`config.mk`:
```
export PLATFORM = sky130hd
export DESIGN_NAME = keypad_entry_ctrl
export DESIGN_NICKNAME = d
export VERILOG_FILES = /design/src/rtl/keypad_entry_ctrl_pkg.sv /design/src/rtl/keypad_entry_ctrl_key_debounce.sv /design/src/rtl/keypad_entry_ctrl.sv
export SDC_FILE = /design/constraint.sdc
export NUM_CORES = 1
export LEC_CHECK = 0
export ABC_AREA = 1
export ABC_CLOCK_PERIOD_IN_PS = 2800
export BUFFER_PORTS_ARGS = -buffer_cell sky130_fd_sc_hd__buf_2
export CORE_MARGIN = 2
export CORE_UTILIZATION = 30
export CTS_CLUSTER_DIAMETER = 50
export DETAILED_ROUTE_END_ITERATION = 10
export PLACE_DENSITY = 0.55
export SYNTH_ARGS = -nofsm -noshare
export SYNTH_HDL_FRONTEND = slang
export SYNTH_SLANG_ARGS = --single-unit
```
`constraint.sdc`:
```
create_clock -name clk -period 2.8 [get_ports clk]
set_input_delay 0.42 -clock clk [delete_from_list [all_inputs] [get_ports clk]]
set_output_delay 0.42 -clock clk [all_outputs]
set_load 0.02 [all_outputs]
```
`src/rtl/keypad_entry_ctrl_pkg.sv`:
```
// Shared definitions for the keypad entry controller: FSM encodings, digit limits
// and the four-digit entry register layout.
package keypad_entry_ctrl_pkg;

  localparam logic [2:0] ST_IDLE     = 3'd0;
  localparam logic [2:0] ST_DEBOUNCE = 3'd1;
  localparam logic [2:0] ST_HELD     = 3'd2;
  localparam logic [2:0] ST_RELEASE  = 3'd3;
  localparam logic [2:0] ST_LOCKED   = 3'd4;

  localparam logic [3:0] MAX_SEC_TENS = 4'd5;
  localparam logic [3:0] MAX_BCD      = 4'd9;

  typedef struct packed {
    logic [3:0] min_tens;
    logic [3:0] min_ones;
    logic [3:0] sec_tens;
    logic [3:0] sec_ones;
  } digits_t;

  function automatic logic is_digit(input logic [3:0] code);
    return code <= MAX_BCD;
  endfunction

  // New digit enters at sec_ones; the old min_tens falls off the top.
  function automatic digits_t shift_in(input digits_t d, input logic [3:0] digit);
    digits_t r;
    r.min_tens = d.min_ones;
    r.min_ones = d.sec_tens;
    r.sec_tens = d.sec_ones;
    r.sec_ones = digit;
    return r;
  endfunction

endpackage

```
`src/rtl/keypad_entry_ctrl_key_debounce.sv`:
```
// Debounce counter plus captured key code; reports whether the current key matches
// the captured one and whether the stable-cycle count has reached its terminal value.
module key_debounce
  import keypad_entry_ctrl_pkg::*;
#(
  parameter int DEBOUNCE_CYCLES = 4
) (
  input  logic       clk,
  input  logic       rst,
  input  logic       clear,
  input  logic       count,
  input  logic       capture,
  input  logic [3:0] code,
  input  logic       key_valid,
  output logic       stable,
  output logic       terminal
);

  localparam logic [7:0] TC = 8'(DEBOUNCE_CYCLES - 1);

  logic [7:0] cnt;
  logic [3:0] code_q;

  always_ff @(posedge clk or posedge rst) begin
    if (rst) begin
      cnt    <= 8'd0;
      code_q <= 4'd0;
    end else begin
      if (clear)
        cnt <= 8'd0;
      else if (count)
        cnt <= cnt + 8'd1;
      if (capture)
        code_q <= code;
    end
  end

  assign stable   = key_valid && (code == code_q);
  assign terminal = (cnt == TC);

endmodule

```
`src/rtl/keypad_entry_ctrl.sv`:
```
// Keypad time-entry controller: debounces digit keys, shifts accepted digits into
// an MM:SS register, and hands the entry to the downstream timer on start.
module keypad_entry_ctrl
  import keypad_entry_ctrl_pkg::*;
#(
  parameter int DEBOUNCE_CYCLES = 4
) (
  input  logic       clk,
  input  logic       rst,
  input  logic       valid,
  input  logic [3:0] bcd,
  input  logic       clear_key,
  input  logic       start_key,
  input  logic       timer_busy,
  output logic       enc_nenable,
  output logic [3:0] min_tens,
  output logic [3:0] min_ones,
  output logic [3:0] sec_tens,
  output logic [3:0] sec_ones,
  output logic       load,
  output logic       entry_err
);

  // state    | meaning
  // IDLE     | waiting for a key or a start edge
  // DEBOUNCE | key seen, counting stable cycles
  // HELD     | digit accepted, waiting for key release
  // RELEASE  | key released, counting stable-low cycles
  // LOCKED   | timer running, entry ignored

  logic [2:0] state, state_nxt;
  digits_t    digits;
  logic       start_q;

  logic key_valid, start_edge, all_zero;
  logic stable, terminal;
  logic cnt_clear, cnt_count, cap;
  logic accept, zero_digits, load_nxt, err_nxt;

  // Out-of-range codes are treated as no key at all.
  assign key_valid  = valid && is_digit(bcd);
  assign start_edge = start_key && !start_q;
  assign all_zero   = (digits == '0);

  key_debounce #(
    .DEBOUNCE_CYCLES(DEBOUNCE_CYCLES)
  ) u_debounce (
    .clk      (clk),
    .rst      (rst),
    .clear    (cnt_clear),
    .count    (cnt_count),
    .capture  (cap),
    .code     (bcd),
    .key_valid(key_valid),
    .stable   (stable),
    .terminal (terminal)
  );

  always_comb begin
    state_nxt   = state;
    cnt_clear   = 1'b0;
    cnt_count   = 1'b0;
    cap         = 1'b0;
    accept      = 1'b0;
    zero_digits = 1'b0;
    load_nxt    = 1'b0;
    err_nxt     = 1'b0;

    case (state)
      ST_IDLE: begin
        if (start_edge && !all_zero && digits.sec_tens > MAX_SEC_TENS) begin
          err_nxt = 1'b1;
        end else if (start_edge && !all_zero) begin
          load_nxt  = 1'b1;
          state_nxt = ST_LOCKED;
        end else if (key_valid) begin
          state_nxt = ST_DEBOUNCE;
          cap       = 1'b1;
          cnt_clear = 1'b1;
        end
      end
      ST_DEBOUNCE: begin
        if (!stable) begin
          state_nxt = ST_IDLE;
        end else if (terminal) begin
          accept    = 1'b1;
          state_nxt = ST_HELD;
        end else begin
          cnt_count = 1'b1;
        end
      end
      ST_HELD: begin
        if (!key_valid) begin
          state_nxt = ST_RELEASE;
          cnt_clear = 1'b1;
        end
      end
      ST_RELEASE: begin
        if (key_valid)
          state_nxt = ST_HELD;
        else if (terminal)
          state_nxt = ST_IDLE;
        else
          cnt_count = 1'b1;
      end
      ST_LOCKED: begin
        cnt_clear = 1'b1;
        if (!timer_busy) begin
          state_nxt   = ST_IDLE;
          zero_digits = 1'b1;
        end
      end
      default: state_nxt = ST_IDLE;
    endcase

    // Clear overrides any acceptance or start; a busy timer overrides everything.
    if (state != ST_LOCKED) begin
      if (clear_key) begin
        zero_digits = 1'b1;
        accept      = 1'b0;
        load_nxt    = 1'b0;
        err_nxt     = 1'b0;
        state_nxt   = ST_IDLE;
      end
      if (timer_busy) begin
        accept    = 1'b0;
        load_nxt  = 1'b0;
        err_nxt   = 1'b0;
        state_nxt = ST_LOCKED;
      end
    end
  end

  always_ff @(posedge clk or posedge rst) begin
    if (rst) begin
      state     <= ST_IDLE;
      digits    <= '0;
      start_q   <= 1'b0;
      load      <= 1'b0;
      entry_err <= 1'b0;
    end else begin
      state     <= state_nxt;
      start_q   <= start_key;
      load      <= load_nxt;
      entry_err <= err_nxt;
      if (zero_digits)
        digits <= '0;
      else if (accept)
        digits <= shift_in(digits, bcd);
    end
  end

  assign enc_nenable = (state == ST_LOCKED);
  assign min_tens    = digits.min_tens;
  assign min_ones    = digits.min_ones;
  assign sec_tens    = digits.sec_tens;
  assign sec_ones    = digits.sec_ones;

endmodule

```
; Word-level counts from Yosys, hierarchy flattened
; Cells that the tools add are included.
[op_classes]
addsub = 1
n_mul = 0
div = 0
order_cmp = 2
eq_ne = 7
n_shift = 0
muxes = 48
n_bitwise = 0
reduce_logical = 11
[ops]
columns = op, n
row1 = 2-to-1 mux 3 bit, 12
row2 = 2-to-1 mux 16 bit, 2
row3 = 2-to-1 mux 1 bit, 29
row4 = zero test 16 bit, 1
row5 = 2-to-1 mux 8 bit, 2
row6 = case mux 3 bit (5 select lines), 1
row7 = adder 8 x 1 -> 8 bit (second input constant), 1
row8 = equality test 8 x 2 -> 1 bit (second input constant), 1
row9 = equality test 3 x 2 -> 1 bit (second input constant), 2
row10 = logical AND 1 bit, 5
row11 = equality test 4 bit, 1
row12 = greater-than comparator 4 x 3 -> 1 bit (second input constant), 1
row13 = less-or-equal comparator 4 bit (second input constant), 1
row14 = nonzero test 2 bit, 2
row15 = equality test 3 x 1 -> 1 bit (second input constant), 1
row16 = equality test 3 bit (second input constant), 1
row17 = zero test 3 bit, 1
row18 = inequality test 3 bit (second input constant), 1
row19 = case mux 1 bit (3 select lines), 1
row20 = zero test 1 bit, 2
row21 = case mux 1 bit (2 select lines), 1
[word_totals]
register_bits = 34
latch_bits = 0
ramBits = 0
rom_bits = 0
inputBits = 10
word_cells = 79
n_memories = 0

; Longest topological paths before layout
; Gate-level depths: netlist of run 1.
[depth]
ltp_word = 10
mapped_depth = 10
ltp_nobuf = 10

; By module
; Synthesis of run 1 repeated with hierarchy kept, for this count alone.
[hier_totals]
cells_unflattened = 225
area_unflattened_um2 = 1760.4
[modules_own_cells]
columns = mod, n_inst, cells_per_inst, area_each_um2, seq_area_each_um2
row1 = keypad_entry_ctrl, 1, 139, 1114.8, 550.5
row2 = key_debounce, 1, 86, 645.6, 300.3

; Worst setup path before layout of run 1
; No wires, ideal clock.
[synth_timing]
path_kind = input to register
start = input port bcd[1]
end = register digits (netlist bit min_tens[0])
arrival_time_ns = 1.281
path_slack_ns = 1.400
cell_stages = 9
n_path_buf = 1
path_cell_list = nor2_2 -> nor2_2 -> nor2_2 -> nand2_2 -> nor2_4 -> nand3_4 -> buf_6 -> nand3_1 -> o21ai_2
[synth_via]
elab_chain_len = 9
word_cells_on_any_way = 10
[synth_rtl]
columns = item, line_no
row1 = start: declaration, keypad_entry_ctrl.sv:11  ; input logic [3:0] bcd,
row2 = less-or-equal comparator 4 bit, keypad_entry_ctrl_pkg.sv:22  ; return code <= MAX_BCD;
row3 = logical AND 1 bit, keypad_entry_ctrl.sv:41  ; assign key_valid = valid && is_digit(bcd);
row4 = logical AND 1 bit (*), keypad_entry_ctrl_key_debounce.sv:38  ; assign stable = key_valid && (code == code_q);
row5 = 2-to-1 mux 1 bit (*), keypad_entry_ctrl.sv:83  ; if (!stable) begin
row6 = 2-to-1 mux 1 bit (*), keypad_entry_ctrl.sv:69  ; case (state)
row7 = 2-to-1 mux 1 bit, keypad_entry_ctrl.sv:118  ; if (clear_key) begin
row8 = 2-to-1 mux 1 bit, keypad_entry_ctrl.sv:125  ; if (timer_busy) begin
row9 = 2-to-1 mux 1 bit (*), keypad_entry_ctrl.sv:117  ; if (state != ST_LOCKED) begin
row10 = nonzero test 2 bit (no line) (*), --
row11 = end signal: assignment, keypad_entry_ctrl.sv:149  ; digits <= shift_in(digits, bcd);
row12 = end: declaration, keypad_entry_ctrl.sv:32  ; digits_t digits;
; Mark *: on every way between the ends. The rest lies on a longest branch, timed or not.
; A chain may end at the register's enable or synchronous reset.

; Worst setup path in the final report of run 1
[layout_timing]
start = register u_debounce.cnt[0]
end = register digits (netlist bit min_tens[0])
[layout_via]
elab_chain_len = 8
[layout_rtl]
columns = item, line_no
row1 = start: declaration, keypad_entry_ctrl_key_debounce.sv:21  ; logic [7:0] cnt;
row2 = start signal: assignment, keypad_entry_ctrl_key_debounce.sv:32  ; cnt <= cnt + 8'd1;
row3 = equality test 8 x 2 -> 1 bit (*), keypad_entry_ctrl_key_debounce.sv:39  ; assign terminal = (cnt == TC);
row4 = 2-to-1 mux 1 bit (*), keypad_entry_ctrl.sv:85  ; end else if (terminal) begin
row5 = 2-to-1 mux 1 bit (*), keypad_entry_ctrl.sv:83
row6 = 2-to-1 mux 1 bit (*), keypad_entry_ctrl.sv:69
row7 = 2-to-1 mux 1 bit, keypad_entry_ctrl.sv:118
row8 = 2-to-1 mux 1 bit, keypad_entry_ctrl.sv:125
row9 = 2-to-1 mux 1 bit (*), keypad_entry_ctrl.sv:117
row10 = nonzero test 2 bit (no line) (*), --
; Marks and branches as above.

==> summary.md, run 1 <==
| Metric | Value |
|---|---|
| Area growth syn-to-layout | 15.0% |
| Routed len/inst | 11.4 um |
| Mux contribution to synthesized area | 0% |
| Maximum vdd drop | 279 uV |
| Max Freq | 549 MHz |
| Post-synth cell types | 26 |
| Cell taking the most area after synthesis | dfrtp_1 |
| DRT Pass-1 Iters | 4 |
| First DRT Iteration DRCs | 120 |
| Die width | 85.8 um |
| Gr usage total | 11.8% |
| Post-route insts no fill | 352 |
| PD cells | 465 mW/mm2 |
| Post-synthesis adder-cell area fraction | 0.623% |
| Cells after DPL | 345 |
| Yosys top cell area share | 42.4% |
| Final GP Congestion | 0.888 |
| Root Driver | clkbuf_8 |
| Post-synth EDFFs | 0 |
| Cells after Synth | 245 |
| CP max FO | 32 |
| Crit path kind | flip-flop to flip-flop |
| PortBufs | 28 |
| Clk_skew | 10.5 ps |
| Via/cell ratio | 4.56 |
| Largest net degree at the start of global routing | 33 |
| Clock buffer depth | 2 |
| Final setup fails | 0 |
| Hold_ws | 207 ps |
| Type of origin of the critical path | flip-flop |
| Hold Path Class | primary input to async pin |
| Sequential-to-total area share from yosys stat | 42.4% |
| Worst-path clk slew | 70 ps |
| CTS Hold Bufs | 0 |
| Nets@finish | 286 |
| Count leader, synth | nand2_1 |
| Simple-gate share of the synthesized area | 34.3% |
| Post-CTS Setup Bufs | 0 |
| Flops & latches, synth | 34 |
| Share of post-route cells with drive strength above 1 | 28.4% |
| Dominant synthesized flop cell | dfrtp_1 |
| RSZ-0062 raised after global routing | no |
| Compound-cell area share of the yosys netlist | 11.5% |
| Initial Util | 31.3% |
| CP Capture Type | flip-flop |
| Mean Syn Cell Area | 8.20 um2 |
| Period utilization | 65.1% |
| Crit path arrival time | 1990 ps |
| CTS H-tree depth | 2 |
| I/O pin cnt | 29 |
| DRC Markers | 0 |
| CTS tree | done |
| Final Hold Vio Count | 0 |
| Vias in the first global route | 1472 |
| Initial antenna violation count | 0 |
| Routed via count | 1605 |
| Period minus WS final | 1820 ps |
| Total power | 0.00107 W |
| Worst slew margin | 56.9% |
| Worst Tran Pin Value | 646 ps |
| List of most frequent post-synthesis cells | nand2_1, dfrtp_1, inv_1, nand3_1, nor2_1 |
| Mapped Area | 0.00201 mm2 |
| Max_cap viols | 0 |
| CTS Buf Count | 5 |
| Largest cells by area after synthesis | dfrtp_1, nand2_1, nand3_1 |
| Leak Pwr | 1.13 nW |
| N_diodes | 0 |
| Total core area | 0.00642 mm2 |
| Clk_lat worst skew | 290 ps |
| DIE AREA | 0.00736 mm2 |
| Status | completed |
| Gr ovfl total | 0 |
| Post-layout util | 36.0% |
| WL final | 4.01 mm |
| Ys async rst share | 100% |
| Synth Area in XOR/XNOR | 2.62% |
| Worst path required time | 2970 ps |
| Ys Warns | 0 |
| First-pass GRT wire length | 6.78 mm |
| Post-DP HPWL | 2.93 mm |
| Setup TNS | 0 ps |
| Post-CTS resize count | 0 |
| Max Slew Vio Count | 0 |
| Site Rows | 29 |
| Clk sink count | 34 |
| Largest family of logic cells by synthesized area | simple AND/OR/NAND/NOR gates |
| Detail Route Antenna Nets | 0 |
| Syn nets | 256 |
| Die height | 85.8 um |
-- final timing paths --
| path | from | endpoint | slack [ps] | depth (start not counted) |
|---|---|---|---|---|
| worst max-delay path | u_debounce.cnt[0]$_DFFE_PP0P_ | min_tens[0]$_DFFE_PP0P_ | 980 | 6 |
| worst min-delay path | rst | u_debounce.code_q[1]$_DFFE_PP0P_ | 210 | 2 |
| worst max register to register | u_debounce.cnt[0]$_DFFE_PP0P_ | min_tens[0]$_DFFE_PP0P_ | 980 | 6 |
| worst min register to register | u_debounce.code_q[3]$_DFFE_PP0P_ | u_debounce.code_q[3]$_DFFE_PP0P_ | 510 | 2 |
| max in group asynchronous | rst | u_debounce.cnt[5]$_DFFE_PP0P_ | 1890 | 3 |
| min in group clk | start_key | start_q$_DFF_PP0_ | 250 | 1 |
-- power by group --
part           internal, W  switching (W)
clock             0.000285       0.000175
sequential        0.000504     0.00000849
combinational    0.0000301      0.0000707
total             0.000818       0.000255
-- logic make-up after synthesis --
family,Yosys count
buffers and inverters,36
xor gates and xnor gates,6
adders and majority gates,1
AOI/OAI and AO/OA,30
DFF,34
and+or+nand+nor,138
-- cell type report --
| class | instances | area, um2 |
|---|---|---|
| Fill cell | 665 | 4110 |
| Multi-Input combinational cell | 175 | 986 |
| Sequential cell | 34 | 851 |
| Timing Repair Buffer | 30 | 155 |
| Inverter | 29 | 109 |
| Tap cell | 77 | 96.3 |
| Clock buffer | 6 | 82.6 |
| Clock inverter | 1 | 30.0 |
-- sequential cells by signal (all words and copies together) (netlist names) --
name / flops
entry_err: 1
load: 1
min_ones: 4
min_tens: 4
sec_ones: 4
sec_tens: 4
start_q: 1
state: 3
u_debounce.cnt: 8
u_debounce.code_q: 4
-- metrics by stage --
step	setup slack, ps	instance area (um2)
after global placement	917	2200
final	978	2310
after floorplan	1400	2010
after global routing	784	2310
after CTS	947	2310
after detailed placement	870	2200
-- per-layer routing --
layer | up-vias | GRT usage [%] | share of wire [%]
li1 | 844 | - | -
met1 | 725 | 15.9 | 50
met2 | 27 | 17.3 | 44
met3 | 9 | 2.79 | 3.8
met4 | 0 | 6.93 | 2.8
met5 | - | 0 | 0
-- placed cells by master, fill, tap and decap left out --
master     Yosys  layout
nand2_1       61      61
dfrtp_1       34      34
inv_1         28      28
nand3_1       28      28
buf_2          2      28
nor2_1        21      21
o21ai_2       15      15
nand3_2       13      13
o21ai_0        7       7
clkbuf_8       0       6
nor2_2         5       5
xor2_1         4       4
nor3_1         3       3
a21oi_1        3       3
xnor2_1        2       2
nand2_2        2       2
nor2_4         2       2
nand4_1        2       2
o21ai_1        2       2
buf_4          1       2
inv_2          1       1
o21ai_4        1       1
a21oi_4        1       1
nand3_4        1       1
o21bai_1       1       1
ha_1           1       1
bufinv_16      0       1
-- critical path: stages (launching register included) --
cell and delay [ps]:
dfrtp_1 410, ha_1 250, nand3_1 150, nor2_4 190, nand3_4 410, nand3_1 220
o21ai_2 60
Note: power is estimated with default switching activity, not from simulation.
==> inputs of run 2 (changes only) <==
ABC_CLOCK_PERIOD_IN_PS = 1500   (was 2800)
PLACE_DENSITY = 0.57   (was 0.55)
clock period = 1.5 ns   (was 2.8 ns; I/O delays follow)
==> summary.md, run 2 (synthesis results as in run 1) <==
| Metric | Value |
|---|---|
| Max Slew Vio Count | 0 (unchanged) |
| First DRT Iteration DRCs | 97 (-19%) |
| Area growth syn-to-layout | 31.7% |
| DRT Pass-1 Iters | 7 (+3) |
| CTS tree | done |
| Initial antenna violation count | 0 (unchanged) |
| Maximum vdd drop | 319 uV (+15%) |
| PortBufs | 28 (unchanged) |
| Max Freq | 701 MHz |
| CTS Buf Count | 5 (unchanged) |
| Max_cap viols | 0 (unchanged) |
| Period minus WS final | 1430 ps |
| Total power | 0.00188 W (+75%) |
| Die width | 85.8 um (unchanged) |
| Most common cell after layout, fill and taps aside | nand2_1 |
| Worst-path clk slew | 70 ps (about the same) |
| Status | completed |
| Fill cells | 656 (-1.4%) |
| Site Rows | 29 (unchanged) |
| PD cells | 710 mW/mm2 (+53%) |
| CP Capture Type | primary output |
| Routed len/inst | 11.5 um (+0.51%) |
| CP peak stage delay | 400 ps (about the same) |
| Post-DP HPWL | 3.27 mm (+12%) |
| Crit path arrival time | 1200 ps (-790 ps) |
| Hold_ws | 24.2 ps (-182 ps) |
| Multi-input gate area | 0.00107 mm2 (+8.9%) |
| Max FFs per register | 8 (unchanged) |
| Worst Tran Pin Value | 445 ps (-201 ps) |
| DIE AREA | 0.00736 mm2 (unchanged) |
| Hold Path Class | primary input to async pin |
| Share of post-route cells with drive strength above 1 | 41.3% (+13 points) |
| I/O pin cnt | 29 (unchanged) |
| Final setup fails | 0 (unchanged) |
| Largest net degree at the start of global routing | 35 (+6.1%) |
| Clk_skew | 8.40 ps (-2.09 ps) |
| Die height | 85.8 um (unchanged) |
| Crit path kind | flip-flop to primary output |
| CTS H-tree depth | 2 (unchanged) |
| Via/cell ratio | 4.52 (-0.91%) |
| Worst slew margin | 70.3% (+13 points) |
| Most frequent cells in the layout | nand2_1, dfrtp_1, buf_2, inv_1, buf_4 |
| Clk_lat worst skew | 290 ps (about the same) |
| Total core area | 0.00642 mm2 (unchanged) |
| N_diodes | 0 (unchanged) |
| Vias in the first global route | 1625 (+10%) |
| Initial Util | 31.3% (unchanged) |
| CP max FO | 5 (-84%) |
| Clk sink count | 34 (unchanged) |
| Biggest register | u_debounce.cnt |
| Routed via count | 1726 (+7.5%) |
| Final GP Congestion | 0.802 (-9.8%) |
| WL final | 4.38 mm (+9.1%) |
| First-pass GRT wire length | 7.60 mm (+12%) |
| Nets@finish | 315 (+10%) |
| Period utilization | 95.1% |
| Type of origin of the critical path | flip-flop |
| Final Hold Vio Count | 0 (unchanged) |
| Setup TNS | 0 ps (unchanged) |
| Worst path required time | 1270 ps (-1700 ps) |
| Detail Route Antenna Nets | 0 (unchanged) |
| Sequential cell area | 851 um2 (unchanged) |
| Root Driver | clkbuf_8 |
| Clock buffer depth | 2 (unchanged) |
| RSZ-0062 raised after global routing | yes |
| CTS Hold Bufs | 0 (unchanged) |
| Crit-path cells | nor2_2 > nand2_2 > inv_1 > buf_2 |
| DRC Markers | 0 (unchanged) |
| Max stage delay cell, worst path | dfrtp_1 |
| Leak Pwr | 1.30 nW (+15%) |
| Gr usage total | 13.0% (+1.2 points) |
| Gr ovfl total | 0 (unchanged) |
## run 2: changes by cell type in the layout (fill, tap and decap cells not counted), sizes merged
cell / before / now
buf: 30 / 59
bufinv: 1 / 0
clkbuf: 6 / 7
clkinv: 0 / 1
## run 2: worst paths after layout
path,to,slack [ps],depth (start not counted),from
max,enc_nenable,70,4,state[0]$_DFF_PP0_
min,u_debounce.code_q[2]$_DFFE_PP0P_,20,3,rst
max reg2reg,min_tens[1]$_DFFE_PP0P_,90,9,u_debounce.code_q[0]$_DFFE_PP0P_
min reg2reg,u_debounce.code_q[3]$_DFFE_PP0P_,510,2,u_debounce.code_q[3]$_DFFE_PP0P_
max in group asynchronous,entry_err$_DFF_PP0_,1150,3,rst
min in group clk,start_q$_DFF_PP0_,70,1,start_key
## run 2: where the power goes
group / internal [W] / switching, W
combinational: 0.0000772 / 0.000144
clock: 0.000370 / 0.000329
sequential: 0.000940 / 0.0000163
total: 0.00139 / 0.000490
## run 2: critical path: cells and delay by family (launching register included)
family,cells,cell delay [ps]
buffers and inverters,2,260
DFF,1,400
and+or+nand+nor,2,260
## run 2: repair_timing
action                                  in CTS  in global routing
gates cloned                                 0                  0
pin swaps                                    1                  7
gates resized for setup                      1                 23
setup buffers                                0                  3
endpoints found under the setup margin       9                 30
## run 2: cell type report
type	count	share of cell area (%)
Clock inverter	1	0.189
Timing Repair Buffer	59	16.0
Clock buffer	7	3.27
Inverter	29	4.12
Multi-Input combinational cell	175	40.6
Sequential cell	34	32.2
Tap cell	77	3.64
## run 2: per-stage QoR
| step | setup WS [ps] | util [%] | instances | instance area [um2] |
|---|---|---|---|---|
| floorplan | 119 | - | 245 | 2010 |
| finish | 73.2 | 41.2 | 382 | 2640 |
| detailed placement | -33.7 | 38.0 | 371 | 2440 |
| global placement | -43.6 | 38.0 | 371 | 2440 |
| global route | -12.7 | 41.2 | 382 | 2640 |
| CTS | 2.66 | 39.5 | 379 | 2540 |
## run 2: layer usage
layer | wire [um] | track usage [%]
met3 | 124 | 3.37
met2 | 2100 | 21.2
met1 | 2110 | 17.1
met5 | 0 | 0
met4 | 38 | 3.90
